**src/rtl/cv32e40p_str_op_issue.sv**
```systemverilog
// String-op issue unit: queues EX requests, drives the combinational str-ops
// datapath one request at a time and returns tagged results to writeback.
module cv32e40p_str_op_issue #(
  parameter int STR_OP_WIDTH = 2,
  parameter int FIFO_DEPTH   = 2,
  parameter int RESP_LATENCY = 0
) (
  input  logic                    clk,
  input  logic                    rst_n,
  input  logic                    flush_i,
  input  logic                    req_valid_i,
  output logic                    req_ready_o,
  input  logic [STR_OP_WIDTH-1:0] req_operator_i,
  input  logic [31:0]             req_operand_i,
  input  logic [4:0]              req_rd_i,
  output logic                    str_enable_o,
  output logic [STR_OP_WIDTH-1:0] str_operator_o,
  output logic [31:0]             str_operand_o,
  input  logic [31:0]             str_result_i,
  output logic                    rsp_valid_o,
  input  logic                    rsp_ready_i,
  output logic [31:0]             rsp_result_o,
  output logic [4:0]              rsp_rd_o,
  output logic                    rsp_err_o,
  output logic                    busy_o
);

  localparam int PTR_W = (FIFO_DEPTH > 1) ? $clog2(FIFO_DEPTH) : 1;
  localparam int CNT_W = $clog2(FIFO_DEPTH + 1);
  localparam int LAT_W = (RESP_LATENCY > 0) ? $clog2(RESP_LATENCY + 1) : 1;

  typedef enum logic [1:0] {IDLE, EXEC, RESP} state_e;

  logic [STR_OP_WIDTH-1:0] fifo_op      [FIFO_DEPTH];
  logic [31:0]             fifo_operand [FIFO_DEPTH];
  logic [4:0]              fifo_rd      [FIFO_DEPTH];
  logic [PTR_W-1:0]        wr_ptr, rd_ptr;
  logic [CNT_W-1:0]        count;

  state_e                  state;
  logic [LAT_W-1:0]        cnt;
  logic [STR_OP_WIDTH-1:0] ex_op;
  logic [31:0]             ex_operand;
  logic [4:0]              ex_rd;
  logic [31:0]             rsp_result_q;
  logic [4:0]              rsp_rd_q;
  logic                    rsp_err_q;

  logic                    push, pop, head_legal;
  logic [STR_OP_WIDTH-1:0] head_op;
  logic [31:0]             head_operand;
  logic [4:0]              head_rd;

  function automatic logic [PTR_W-1:0] ptr_inc(input logic [PTR_W-1:0] p);
    return (p == PTR_W'(FIFO_DEPTH - 1)) ? '0 : p + 1'b1;
  endfunction

  assign head_op      = fifo_op[rd_ptr];
  assign head_operand = fifo_operand[rd_ptr];
  assign head_rd      = fifo_rd[rd_ptr];
  // Only the four base encodings are legal; wider operator fields add illegal codes.
  assign head_legal   = (32'(head_op) < 32'd4);

  // No push at full even with a simultaneous pop: keeps ready independent of FSM state.
  assign req_ready_o = rst_n && !flush_i && (count < CNT_W'(FIFO_DEPTH));
  assign push        = req_valid_i && req_ready_o;
  assign pop         = rst_n && !flush_i && (count != '0) &&
                       ((state == IDLE) || ((state == RESP) && rsp_ready_i));

  always_ff @(posedge clk) begin
    if (push) begin
      fifo_op[wr_ptr]      <= req_operator_i;
      fifo_operand[wr_ptr] <= req_operand_i;
      fifo_rd[wr_ptr]      <= req_rd_i;
    end
  end

  always_ff @(posedge clk) begin
    if (!rst_n || flush_i) begin
      wr_ptr <= '0;
      rd_ptr <= '0;
      count  <= '0;
    end else begin
      if (push) wr_ptr <= ptr_inc(wr_ptr);
      if (pop)  rd_ptr <= ptr_inc(rd_ptr);
      count <= count + CNT_W'(push) - CNT_W'(pop);
    end
  end

  always_ff @(posedge clk) begin
    if (!rst_n || flush_i) begin
      state        <= IDLE;
      cnt          <= '0;
      ex_op        <= '0;
      ex_operand   <= '0;
      ex_rd        <= '0;
      rsp_result_q <= '0;
      rsp_rd_q     <= '0;
      rsp_err_q    <= 1'b0;
    end else if (pop) begin
      // pop only fires from IDLE or on a RESP handshake, so this covers both entry paths
      ex_op      <= head_op;
      ex_operand <= head_operand;
      ex_rd      <= head_rd;
      cnt        <= LAT_W'(RESP_LATENCY);
      if (head_legal) begin
        state <= EXEC;
      end else begin
        state        <= RESP;
        rsp_result_q <= head_operand;
        rsp_rd_q     <= head_rd;
        rsp_err_q    <= 1'b1;
      end
    end else begin
      case (state)
        EXEC: begin
          if (cnt != '0) begin
            cnt <= cnt - 1'b1;
          end else begin
            rsp_result_q <= str_result_i;
            rsp_rd_q     <= ex_rd;
            rsp_err_q    <= 1'b0;
            state        <= RESP;
          end
        end
        RESP:    if (rsp_ready_i) state <= IDLE;
        default: ;
      endcase
    end
  end

  // Datapath inputs are forced to zero outside EXEC so the unit stays quiet.
  assign str_enable_o   = (state == EXEC);
  assign str_operator_o = str_enable_o ? ex_op : '0;
  assign str_operand_o  = str_enable_o ? ex_operand : '0;

  assign rsp_valid_o  = (state == RESP);
  assign rsp_result_o = rsp_valid_o ? rsp_result_q : '0;
  assign rsp_rd_o     = rsp_valid_o ? rsp_rd_q : '0;
  assign rsp_err_o    = rsp_valid_o && rsp_err_q;

  assign busy_o = (state != IDLE) || (count != '0);

endmodule

```
**config.mk**
```make
export PLATFORM = sky130hd
export DESIGN_NAME = cv32e40p_str_op_issue
export DESIGN_NICKNAME = d
export VERILOG_FILES = /design/src/rtl/cv32e40p_str_op_issue.sv
export SDC_FILE = /design/constraint.sdc
export NUM_CORES = 1
export LEC_CHECK = 0
export ABC_AREA = 1
export CORE_ASPECT_RATIO = 0.75
export CORE_MARGIN = 2
export CORE_UTILIZATION = 52
export CTS_BUF_LIST = sky130_fd_sc_hd__clkbuf_8
export CTS_CLUSTER_SIZE = 24
export DETAILED_ROUTE_END_ITERATION = 8
export GPL_TIMING_DRIVEN = 0
export PLACE_DENSITY = 0.89
export SETUP_SLACK_MARGIN = 0.2
export SYNTH_ARGS = -nofsm -noshare
export SYNTH_HDL_FRONTEND = slang
export SYNTH_SLANG_ARGS = --single-unit
```
**constraint.sdc**
```tcl
create_clock -name clk -period 3.95 [get_ports clk]
set_input_delay 0.79 -clock clk [delete_from_list [all_inputs] [get_ports clk]]
set_output_delay 0.79 -clock clk [all_outputs]
set_load 0.005 [all_outputs]
```
After elaboration in Yosys (flattened, before gate mapping)
Memory sizes are Yosys's and may differ from the RTL's. A register that Yosys moved wholly into a read port is not among the register bits.
Cells that the tools add are included.
W data, S select, Z words.
{"block": "totals", "ff_bits": 44, "ramBits": 78, "in_bits": 76, "out_inout_bits": 76, "word_cells": 58, "memories": 3}
{"memory": "fifo_operand", "words": 2, "width": 32, "read_ports": 1, "rd_ports_with_merged_regs": 1, "wr": 1, "line_no": "35", "text": "logic [31:0] fifo_operand [FIFO_DEPTH];"}
{"memory": "fifo_rd", "words": 2, "width": 5, "read_ports": 1, "rd_ports_with_merged_regs": 1, "wr": 1, "line_no": "36", "text": "logic [4:0] fifo_rd [FIFO_DEPTH];"}
{"memory": "fifo_op", "words": 2, "width": 2, "read_ports": 1, "rd_ports_with_merged_regs": 1, "wr": 1, "line_no": "34", "text": "logic [STR_OP_WIDTH-1:0] fifo_op [FIFO_DEPTH];"}
{"block": "classes", "addsub": 5, "magnitude_cmp": 1, "n_eq_ne": 6, "n_mux": 13, "bitwise_logic": 2, "n_reduce_logical": 20}
{"operator": "$mux W32", "count": 2}
{"operator": "$reduce_and A3 Y1", "count": 3}
{"operator": "$logic_and A1 B1 Y1", "count": 6}
{"operator": "$mux W1", "count": 6}
{"operator": "$mux W2", "count": 3}
{"operator": "$reduce_bool A2 Y1", "count": 3}
{"operator": "$mux W5", "count": 1}
{"operator": "$pmux W2 S2", "count": 1}
{"operator": "$logic_or A1 B1 Y1", "count": 3}
{"operator": "$ne A3 B1 Y1 const B", "count": 1}
{"operator": "$ne A3 B2 Y1 const B", "count": 1}
{"operator": "$reduce_bool A3 Y1", "count": 1}
{"operator": "$add A1 B1 Y1 const B", "count": 2}
{"operator": "$add A2 B1 Y2", "count": 1}
{"operator": "$eq A2 B1 Y1 const B", "count": 1}
{"operator": "$eq A2 B2 Y1 const B", "count": 1}
{"operator": "$logic_not A1 Y1", "count": 2}
{"operator": "$logic_not A2 Y1", "count": 1}
{"operator": "$lt A2 B2 Y1 const B", "count": 1}
{"operator": "$ne A2 B1 Y1 const B", "count": 1}
{"operator": "$ne A2 B2 Y1 const B", "count": 1}
{"operator": "$not A1 Y1", "count": 2}
{"operator": "$reduce_or A2 Y1", "count": 1}
{"operator": "$sub A2 B1 Y2", "count": 1}
{"operator": "$sub A1 B1 Y1 const B", "count": 1}

Longest topological paths before layout
Gate-level depths: netlist of run 1.
{"block": "logic_depth", "word_depth": 6, "ltp_mapped": 13, "mapped_depth_nobuf": 12}

Least setup slack after synthesis of run 1
OpenSTA, ideal clock, no wires.
{"block": "synth_timing", "kind": "in2reg", "startpoint": "input port flush_i", "endpoint": "memory fifo_op[0][0] (enable)", "setup_time_ps": 435, "arrival_ps": 2863, "t_required_ps": 3515, "slack_ps": 652, "cell_stages": 5, "path_buffers": 0, "cell_sequence": "inv_1 > nand2_2 > nor2_1 > nand2_1 > nor2_1"}
{"block": "synth_via", "elab_chain_cells": 6}
{"item": "start, declared", "line_no": "10", "text": "input logic flush_i,"}
{"item": "$logic_not A1 Y1", "line_no": "65", "text": "assign req_ready_o = rst_n && !flush_i && (count < CNT_W'(FIFO_DEPTH));"}
{"item": "$logic_and A1 B1 Y1 (2 in series)", "line_no": "65"}
{"item": "named net req_ready_o", "line_no": "12", "text": "output logic req_ready_o,"}
{"item": "$logic_and A1 B1 Y1", "line_no": "66", "text": "assign push = req_valid_i && req_ready_o;"}
{"item": "$mux W1", "line_no": "71", "text": "if (push) begin"}
{"item": "$mux W1 (not written as such)", "line_no": "72", "text": "fifo_op[wr_ptr] <= req_operator_i;"}
{"item": "end, declared", "line_no": "34"}
The timed path passes the listed nets, and every way through them passes these cells.

Final worst setup path of run 1
{"block": "layout_timing", "startpoint": "register state[1]", "endpoint": "output port str_operand_o[10]"}
{"block": "layout_via", "elab_chain_cells": 2}
{"item": "start, declared", "line_no": "40", "text": "state_e state;"}
{"item": "start signal, assigned", "line_no": "92", "text": "state <= IDLE;"}
{"item": "start signal, assigned", "line_no": "107", "text": "state <= EXEC;"}
{"item": "start signal, assigned", "line_no": "109", "text": "state <= RESP;"}
{"item": "$eq A2 B1 Y1", "line_no": "133", "text": "assign str_enable_o = (state == EXEC);"}
{"item": "$mux W32", "line_no": "135", "text": "assign str_operand_o = str_enable_o ? ex_operand : '0;"}
{"item": "end, declared", "line_no": "18", "text": "output logic [31:0] str_operand_o,"}
Every way passes these cells.

==> results.sh, run 1 <==
export IMPL_outcome="completed"
export IMPL_cpLargestDelayFamily="buffers and inverters"
export IMPL_start_kind="register"
export IMPL_avgViaCountPerCell=4.67
export IMPL_yosysTopAreaCell="edfxtp_1"
export IMPL_wl_per_cell_um=13.2
export IMPL_finish_net_count=1068
export IMPL_layout_drive_gt1_share_pct=6.91
export IMPL_vias=5441
export IMPL_hold_viol=0
export IMPL_routed_wl_mm=15.4
export IMPL_clock_path_buffers=2
export IMPL_max_stage_delay_ns=0.55
export IMPL_grt_pass1_wl_mm=23.9
export IMPL_post_cts_buffers=0
export IMPL_synth_edf_count=78
export IMPL_reg2reg_to="count[1]"
export IMPL_synth_area_um2=6710
export IMPL_clock_latency_ns=0.43
export IMPL_ys_types=21
export IMPL_cts_buffers=17
export IMPL_fin_skew_ns=0.0152
export IMPL_postPlaceCellArea_um2=8480
export IMPL_total_power_mw=3.16
export IMPL_worst_ir_drop_vdd_mv=0.275
export IMPL_rrSetupSlack_ns=1.54
export IMPL_async_flop_share_pct=0
export IMPL_io_buffer_count=150
export IMPL_die_area_um2=13800
export IMPL_io_pins=152
export IMPL_start_util_pct=54.0
export IMPL_cp_slowest_cell="clkbuf_1"
export IMPL_synth_ff_type="dfxtp_1"
export IMPL_critPathKind="register to output port"
export IMPL_fmax_ghz=0.280
export IMPL_worstReg2RegStart="state[0]"
export IMPL_cts_tree="built"
export IMPL_post_route_period_util_pct=90.5
export IMPL_p_per_area_nw_per_um2=356
export IMPL_area_growth_synth_to_final_pct=32.5
export IMPL_drv_cap=0
export IMPL_setup_viol=0
export IMPL_dr_first_iter_drc_count=345
export IMPL_fp_dieW_um=135
export IMPL_fp_row_count=35
export IMPL_ys_seq_area_share_pct=59.4
export IMPL_core_area_um2=12400
export IMPL_first_global_vias=5044
export IMPL_htree_levels=4
export IMPL_reg2reg_depth=13
export IMPL_netlist_instances=815
export IMPL_yosysTopAreaCellShare_pct=34.9
export IMPL_grt_max_degree=30
export IMPL_antenna_cells=0
export IMPL_grt_overflow_total=0
export IMPL_cts_resized=0
export IMPL_fillers=962
export IMPL_gp_congestion=0.784
export IMPL_dp_hpwl_mm=10.8
export IMPL_antenna_found_initial=0
export IMPL_avgSynthCellArea_um2=8.23
export IMPL_grt_setup_unrepaired="false"
export IMPL_synth_nets=897
export IMPL_ant_nets=0
export IMPL_leakagePower_nw=4.13
export IMPL_clkSinkCount=160
export IMPL_dieHeight_um=102
export IMPL_cp_end_kind="output port"
export IMPL_cts_hold_fix_buffers=0
export IMPL_cts_root_buffer="clkbuf_8"
export IMPL_relSlewSlack_pct=57.5
export IMPL_ys_ff_latch=160
export IMPL_drc=0
export IMPL_drtPass1Iterations=4
export IMPL_worstPathRequired_ns=3.16
export IMPL_finalCriticalPeriod_ns=3.57
export IMPL_yosys_top_cells_count="nand2_1 (264), inv_1 (161), nor2_1 (86), dfxtp_1 (82), edfxtp_1 (78)"
export IMPL_min_path_type="register to register"
export IMPL_crit_end="str_operand_o[10]"
export IMPL_worstPathArrival_ns=2.78
export IMPL_design_area_um2=8890
export IMPL_path_depth=7
export IMPL_yosysWarnings=0
export IMPL_synth_area_leaders="edfxtp_1 (35%), dfxtp_1 (24%), nand2_1 (15%)"
export IMPL_path_cells="inv_1 -> ha_1 -> clkbuf_1 -> clkbuf_1 -> nand2_1 -> inv_1 -> clkdlybuf4s50_1"
export IMPL_worstSetupStartpoint="state[1]"
export IMPL_clk_pin_slew_ns=0.09
export IMPL_slew_violations=0
export IMPL_grt_usage_pct=22.4
export IMPL_post_synth_top_count_cell="nand2_1"
export IMPL_cp_max_fo=10
export IMPL_tightest_slew_ns=0.638
export IMPL_cp_num_buf_inv=5
[power breakdown]
| group | switching, mW | internal (mW) | leakage [nW] | total, mW |
|---|---|---|---|---|
| sequential | 0.00546 | 1.75 | 1.37 | 1.76 |
| combinational | 0.0704 | 0.0874 | 2.54 | 0.158 |
| clock | 0.572 | 0.673 | 0.228 | 1.24 |
[sequential cells by signal (all words and copies together) (netlist names)]
| signal | flops |
|---|---|
| count | 2 |
| ex_op | 2 |
| ex_operand | 32 |
| ex_rd | 5 |
| fifo_op | 4 |
| fifo_operand | 64 |
| fifo_rd | 10 |
| rd_ptr | 1 |
| rsp_rd_q | 5 |
| rsp_result_q | 32 |
| state | 2 |
| wr_ptr | 1 |
[layout by cell type, fill, tap and decap left out, drive strengths merged, types with 2 or more instances in the layout]
cell,instances
nor2,87
clkdlybuf4s50,150
dfxtp,82
a21oi,39
edfxtp,78
clkinv,2
o21ai,46
buf,33
nand3,3
clkbuf,31
nand2,265
ha,6
bufinv,3
inv,170
[cell type report]
class                      count  area (um2)  share of cell area [%]
buffer                        42         231                    2.60
clock inverter                12         141                    1.59
clock buffer                  20         275                    3.10
multi-input combinational    450        1900                    21.4
sequential                   160        3980                    44.8
inverter                     163         612                    6.88
timing repair buffer         152        1540                    17.3
tap                          166         208                    2.34
[through the flow]
| stage | cells | utilization, % | hold WS, ns | TNS (ns) | setup slack [ns] |
|---|---|---|---|---|---|
| finish | 1165 | 71.5 | 0.465 | 0 | 0.376 |
| CTS | 1165 | 71.5 | 0.465 | 0 | 0.344 |
| floorplan | 815 | - | 0.429 | 0 | 0.652 |
| detailed placement | 1133 | 68.1 | 0.452 | 0 | 0.833 |
| global route | 1165 | 71.5 | 0.484 | 0 | 0.214 |
| global placement | 1131 | 67.7 | 0.444 | -68.22 | -0.890 |
[metal layers]
layer,global-route usage [%],vias up,share of wire [%]
met5,0,-,0
met4,6.49,0,1.4
met3,5.11,18,6.2
met2,37.0,164,47
met1,30.1,2481,45
li1,-,2778,-
[worst reg2reg max path, cell delays in order (launching register included)]
cell	delay [ns]
dfxtp_1	0.41
inv_1	0.10
ha_1	0.25
nand2_1	0.08
nand2_1	0.11
nand3_4	0.16
buf_2	0.26
inv_1	0.08
ha_1	0.28
inv_1	0.04
ha_1	0.17
xor2_1	0.16
and2_1	0.15
nor2_1	0.04
[cell families after synthesis]
kind of cell | Yosys count | synth area share, %
AND/OR/NAND/NOR | 356 | 20.3
XOR/XNOR | 1 | 0.131
buffers and inverters | 205 | 12.6
adder cells (fa/ha/maj) | 6 | 1.12
AO/OA/AOI/OAI | 86 | 6.43
flip-flops | 160 | 59.4
other | 1 | 0.0559
[worst min path at each step]
stage                                  end        startpoint  cells after the start  slack, ns
after global routing       rsp_result_q[2]   rsp_result_q[2]                      2       0.48
after global placement         rsp_rd_q[1]          ex_rd[1]                      2       0.44
after floorplan                rsp_rd_q[0]          ex_rd[0]                      2       0.43
after detailed placement   rsp_result_q[7]   rsp_result_q[7]                      2       0.45
after CTS                  rsp_result_q[7]   rsp_result_q[7]                      2       0.47
final                     rsp_result_q[14]  rsp_result_q[14]                      2       0.46
Power figures use the tool's default switching activity.
==> run 2: changes to the inputs <==
--- a/config.mk
+++ b/config.mk
@@ -6,6 +6,7 @@
 export NUM_CORES = 1
 export LEC_CHECK = 0
 export ABC_AREA = 1
+export CAP_MARGIN = 30
 export CORE_ASPECT_RATIO = 0.75
 export CORE_MARGIN = 2
 export CORE_UTILIZATION = 52
==> run 2 against run 1 <==
Effect of this change:
- setup slack did not move
- worst hold slack did not move
- power did not move
- routed wire length did not move
- first-iteration DRC count did not move
- register-to-register slack barely moved
- cell count did not move
- flip-flop and latch count did not move
==> results.sh, run 2 (synthesis gave the netlist of run 1 again) <==
export IMPL_drv_cap=0
export IMPL_grt_most_used_layer="met2"
export IMPL_avgViaCountPerCell=4.67
export IMPL_clock_path_buffers=2
export IMPL_max_stage_delay_ns=0.55
export IMPL_grt_use_met3_pct=5.11
export IMPL_ant_nets=0
export IMPL_relSlewSlack_pct=57.5
export IMPL_dp_hpwl_mm=10.8
export IMPL_finalCriticalPeriod_ns=3.57
export IMPL_grt_usage_pct=22.4
export IMPL_fin_tns_setup_ns=0
export IMPL_place_ws_ns=0.833
export IMPL_timing_hold_ws_ns=0.465
export IMPL_tightest_slew_ns=0.638
export IMPL_final_cell_mix="nand2_1 (264), inv_1 (164), clkdlybuf4s50_1 (150), nor2_1 (84), dfxtp_1 (82)"
export IMPL_antenna_cells=0
export IMPL_cts_hold_fix_buffers=0
export IMPL_dp_cells=1133
export IMPL_pwr_share_clk_pct=39.3
export IMPL_post_route_period_util_pct=90.5
export IMPL_cts_root_buffer="clkbuf_8"
export IMPL_setup_viol=0
export IMPL_regArea_um2=3980
export IMPL_cts_resized=0
export IMPL_post_cts_buffers=0
export IMPL_met2_usage_pct=37.0
export IMPL_leakagePower_nw=4.13
export IMPL_cp_max_fo=10
export IMPL_routed_wl_mm=15.4
export IMPL_fp_dieW_um=135
export IMPL_worstPathRequired_ns=3.16
export IMPL_start_util_pct=54.0
export IMPL_finish_net_count=1068
export IMPL_p_switching_uw=648
export IMPL_grt_max_degree=30
export IMPL_hold_viol=0
export IMPL_first_global_vias=5044
export IMPL_wl_per_cell_um=13.2
export IMPL_design_area_um2=8890
export IMPL_cell_internal_pwr_mw=2.51
export IMPL_grt_pass1_wl_mm=23.9
export IMPL_path_cells="inv_1 -> ha_1 -> clkbuf_1 -> clkbuf_1 -> nand2_1 -> inv_1 -> clkdlybuf4s50_1"
export IMPL_final_common_cell="nand2_1"
export IMPL_switching_share_pct=20.5
export IMPL_multi_input_area_um2=1900
export IMPL_dr_first_iter_drc_count=345
export IMPL_area_growth_synth_to_final_pct=32.5
export IMPL_slew_violations=0
export IMPL_core_area_um2=12400
export IMPL_fillers=962
export IMPL_antenna_found_initial=0
export IMPL_critPathKind="register to output port"
export IMPL_vias=5441
export IMPL_drtPass1Iterations=4
export IMPL_io_buffer_count=150
export IMPL_htree_levels=4
export IMPL_cp_num_buf_inv=5
export IMPL_seqPwrFrac_pct=55.7
export IMPL_worst_ir_drop_vdd_mv=0.275
export IMPL_start_kind="register"
export IMPL_largest_registers="fifo_operand: 64 flops, ex_operand: 32 flops, rsp_result_q: 32 flops"
export IMPL_cp_end_kind="output port"
export IMPL_cts_tree="built"
export IMPL_postPlaceCellArea_um2=8480
export IMPL_fin_skew_ns=0.0152
export IMPL_timing_final_ws_setup_ns=0.376
export IMPL_cpLargestDelayFamily="buffers and inverters"
export IMPL_grt_overflow_total=0
export IMPL_fp_row_count=35
export IMPL_outcome="completed"
export IMPL_drc=0
export IMPL_largest_register="fifo_operand"
export IMPL_fmax_ghz=0.280
export IMPL_die_area_um2=13800
export IMPL_clk_pin_slew_ns=0.09
export IMPL_worstPathArrival_ns=2.78
export IMPL_clock_latency_ns=0.43
export IMPL_p_per_area_nw_per_um2=356
export IMPL_cts_buffers=17
export IMPL_largest_reg_flops=64
export IMPL_layout_drive_gt1_share_pct=6.91
export IMPL_final_cell_count_no_fill=1165
export IMPL_p_comb_share_pct=5.0
export IMPL_clkSinkCount=160
export IMPL_min_path_type="register to register"
export IMPL_grt_setup_unrepaired="false"
export IMPL_gp_congestion=0.784
export IMPL_dieHeight_um=102
export IMPL_cp_slowest_cell="clkbuf_1"
export IMPL_io_pins=152
export IMPL_grtUsageMet1_pct=30.1
==> run 2: cell counts in the layout (fill, tap and decap cells not counted) <==
No cell type changed its count.
==> run 2: path summary, 6_finish.rpt <==
kind                          from                end  slack (ns)  depth (start not counted)
setup / recovery          state[1]  str_operand_o[10]        0.38                          7
hold / removal    rsp_result_q[14]   rsp_result_q[14]        0.46                          2
setup reg to reg          state[0]           count[1]        1.54                         13
hold reg to reg   rsp_result_q[14]   rsp_result_q[14]        0.46                          2
==> run 2: worst min-delay path: stages (launching register included) <==
cell and delay (ns):
dfxtp_1 0.32, nand2_1 0.06, a21oi_1 0.05
==> run 2: power by group through the flow <==
stage	clock, mW	sequential [mW]	combinational (mW)
6_report	1.24	1.76	0.158
5_1_grt	1.34	1.76	0.172
4_1_cts	1.26	1.76	0.158
3_5_place_dp	0	1.80	0.157
3_3_place_gp	0	1.80	0.150
2_1_floorplan	0	1.80	0.0510
==> run 2: cell type report <==
| class | count | share of cell area (%) |
|---|---|---|
| buffer | 42 | 2.60 |
| clock buffer | 20 | 3.10 |
| clock inverter | 12 | 1.59 |
| inverter | 163 | 6.88 |
| multi-input combinational | 450 | 21.4 |
| sequential | 160 | 44.8 |
| tap | 166 | 2.34 |
| timing repair buffer | 152 | 17.3 |
==> run 2: through the flow <==
step,util [%],power [mW]
2_1_floorplan,-,1.85
5_1_grt,71.5,3.27
4_1_cts,71.5,3.18
3_5_place_dp,68.1,1.96
6_report,71.5,3.16
3_3_place_gp,67.7,1.95
==> run 2: routing by layer <==
layer | vias to the layer above | wire (um)
met4 | 0 | 216
met3 | 18 | 950
li1 | 2778 | -
met1 | 2481 | 6910
met2 | 164 | 7270
met5 | - | 0
==> run 3: changes to the inputs <==
--- a/config.mk
+++ b/config.mk
@@ -13,7 +13,6 @@
 export CTS_BUF_LIST = sky130_fd_sc_hd__clkbuf_8
 export CTS_CLUSTER_SIZE = 24
 export DETAILED_ROUTE_END_ITERATION = 8
-export GPL_TIMING_DRIVEN = 0
 export PLACE_DENSITY = 0.89
 export SETUP_SLACK_MARGIN = 0.2
 export SYNTH_ARGS = -nofsm -noshare
==> run 3 against run 2 <==
Effect of this change:
- routed wire length decreased by 8.6%
- sequential power about the same
- flip-flop and latch count unchanged
- largest power group unchanged
- highest routed layer unchanged
- critical endpoint is now str_operand_o[19]
- clock-buffer cell count decreased by 2
- non-clock buffer count decreased by 35
==> results.sh, run 3 (synthesis gave the netlist of run 1 again) <==
export IMPL_io_buffer_count=150
export IMPL_final_cell_mix="nand2_1 (264), inv_1 (161), clkdlybuf4s50_1 (150), nor2_1 (84), dfxtp_1 (81)"
export IMPL_avgViaCountPerCell=4.61
export IMPL_cp_max_fo=20
export IMPL_critPathKind="register to output port"
export IMPL_dp_hpwl_mm=8.91
export IMPL_gp_congestion=0.784
export IMPL_layout_drive_gt1_share_pct=4.98
export IMPL_cts_buffers=17
export IMPL_grt_usage_pct=20.9
export IMPL_clock_latency_ns=0.44
export IMPL_fp_dieW_um=135
export IMPL_first_global_vias=4751
export IMPL_post_cts_buffers=0
export IMPL_core_area_um2=12400
export IMPL_worstPathRequired_ns=3.16
export IMPL_leakagePower_nw=3.99
export IMPL_postPlaceCellArea_um2=8290
export IMPL_fmax_ghz=0.320
export IMPL_fin_tns_setup_ns=0
export IMPL_worstPathArrival_ns=2.34
export IMPL_max_stage_delay_ns=0.60
export IMPL_rrSetupSlack_ns=1.61
export IMPL_cts_resized=0
export IMPL_total_power_mw=3.12
export IMPL_utilization_pct=69.9
export IMPL_path_common_cell="inv_1"
export IMPL_reg2reg_to="ex_operand[18]"
export IMPL_cts_tree="built"
export IMPL_reg2reg_depth=10
export IMPL_io_pins=152
export IMPL_ant_nets=0
export IMPL_cts_hold_fix_buffers=0
export IMPL_die_area_um2=13800
export IMPL_largest_registers="fifo_operand: 64 flops, ex_operand: 32 flops, rsp_result_q: 32 flops"
export IMPL_clkSinkCount=160
export IMPL_worstReg2RegStart="state[0]"
export IMPL_clk_pin_slew_ns=0.09
export IMPL_drc=0
export IMPL_routed_wl_mm=14.0
export IMPL_drv_cap=0
export IMPL_cp_slowest_cell="ha_1"
export IMPL_clock_path_buffers=2
export IMPL_grt_pass1_wl_mm=22.5
export IMPL_cp_end_kind="output port"
export IMPL_fp_row_count=35
export IMPL_start_util_pct=54.0
export IMPL_finalCriticalPeriod_ns=3.13
export IMPL_grt_overflow_total=0
export IMPL_whs_endpoint="rsp_rd_q[3]"
export IMPL_cts_root_buffer="clkbuf_8"
export IMPL_htree_levels=4
export IMPL_hp_start="ex_rd[3]"
export IMPL_grt_setup_unrepaired="false"
export IMPL_p_per_area_nw_per_um2=359
export IMPL_slew_violations=0
export IMPL_whs_path_depth=2
export IMPL_relSlewSlack_pct=33.1
export IMPL_fin_skew_ns=0.0104
export IMPL_dr_first_iter_drc_count=249
export IMPL_setup_viol=0
export IMPL_vias=5204
export IMPL_grt_max_degree=81
export IMPL_worst_ir_drop_vdd_mv=0.277
export IMPL_area_growth_synth_to_final_pct=29.5
export IMPL_wl_per_cell_um=12.4
export IMPL_min_path_type="register to register"
export IMPL_tightest_slew_ns=1.00
export IMPL_timing_hold_ws_ns=0.464
export IMPL_largest_reg_flops=64
export IMPL_finish_net_count=1033
export IMPL_antenna_cells=0
export IMPL_dieHeight_um=102
export IMPL_hold_viol=0
export IMPL_antenna_found_initial=0
export IMPL_drtPass1Iterations=6
export IMPL_start_kind="register"
export IMPL_final_common_cell="nand2_1"
export IMPL_post_route_period_util_pct=79.2
export IMPL_largest_register="fifo_operand"
export IMPL_path_cells="inv_1 -> ha_1 -> buf_12 -> nand2_1 -> inv_1 -> clkdlybuf4s50_1"
export IMPL_outcome="completed"
export IMPL_design_area_um2=8690
## run 3: changes by cell type in the layout (fill, tap and decap cells not counted), sizes merged
cell / change
buf: -24
clkbuf: -13
clkinv: +3
bufinv: -1
clkinvlp: +1
inv: -1
## run 3: through the flow
step | setup slack, ns | cells
finish | 0.821 | 1130
global route | 0.597 | 1130
CTS | 0.770 | 1130
detailed placement | 1.14 | 1098
global placement | 1.15 | 1098
floorplan | 0.652 | 815
## run 3: worst max path at each step
stage,startpoint,endpoint,slack [ns],depth (start not counted)
detailed placement,flush_i,req_ready_o,1.14,5
finish,state[1],str_operand_o[19],0.82,6
CTS,state[1],str_operator_o[0],0.77,6
global placement,flush_i,req_ready_o,1.15,5
floorplan,flush_i,fifo_op[0][0],0.65,5
global route,state[1],str_operand_o[1],0.60,6
## run 3: worst max-delay path, delay by kind of cell, from the launching register on
kind / cells / cell delay [ns]
buffers and inverters: 4 / 0.88
adder cells (fa/ha/maj): 1 / 0.60
flip-flops: 1 / 0.34
AND/OR/NAND/NOR: 1 / 0.07
## run 3: routing by layer
layer	global-route usage [%]	vias up	part of all wire [%]
met2	35.7	138	49
li1	-	2707	-
met4	6.81	0	1.3
met1	26.4	2342	44
met5	0	-	0
met3	5.36	17	5.3
## run 3: area by class of cell
class	instances	area, um2
Sequential cell	160	3990
Fill cell	971	3750
Multi-Input combinational cell	450	1900
Timing Repair Buffer	159	1580
Inverter	163	612
Clock buffer	18	248
Tap cell	166	208
Clock inverter	14	155
## run 3: power by group
| group | internal, mW | leakage, nW | switching (mW) |
|---|---|---|---|
| Combinational | 0.0818 | 2.42 | 0.0653 |
| Clock | 0.591 | 0.204 | 0.625 |
| Sequential | 1.75 | 1.37 | 0.00584 |
| Total | 2.43 | 3.99 | 0.696 |
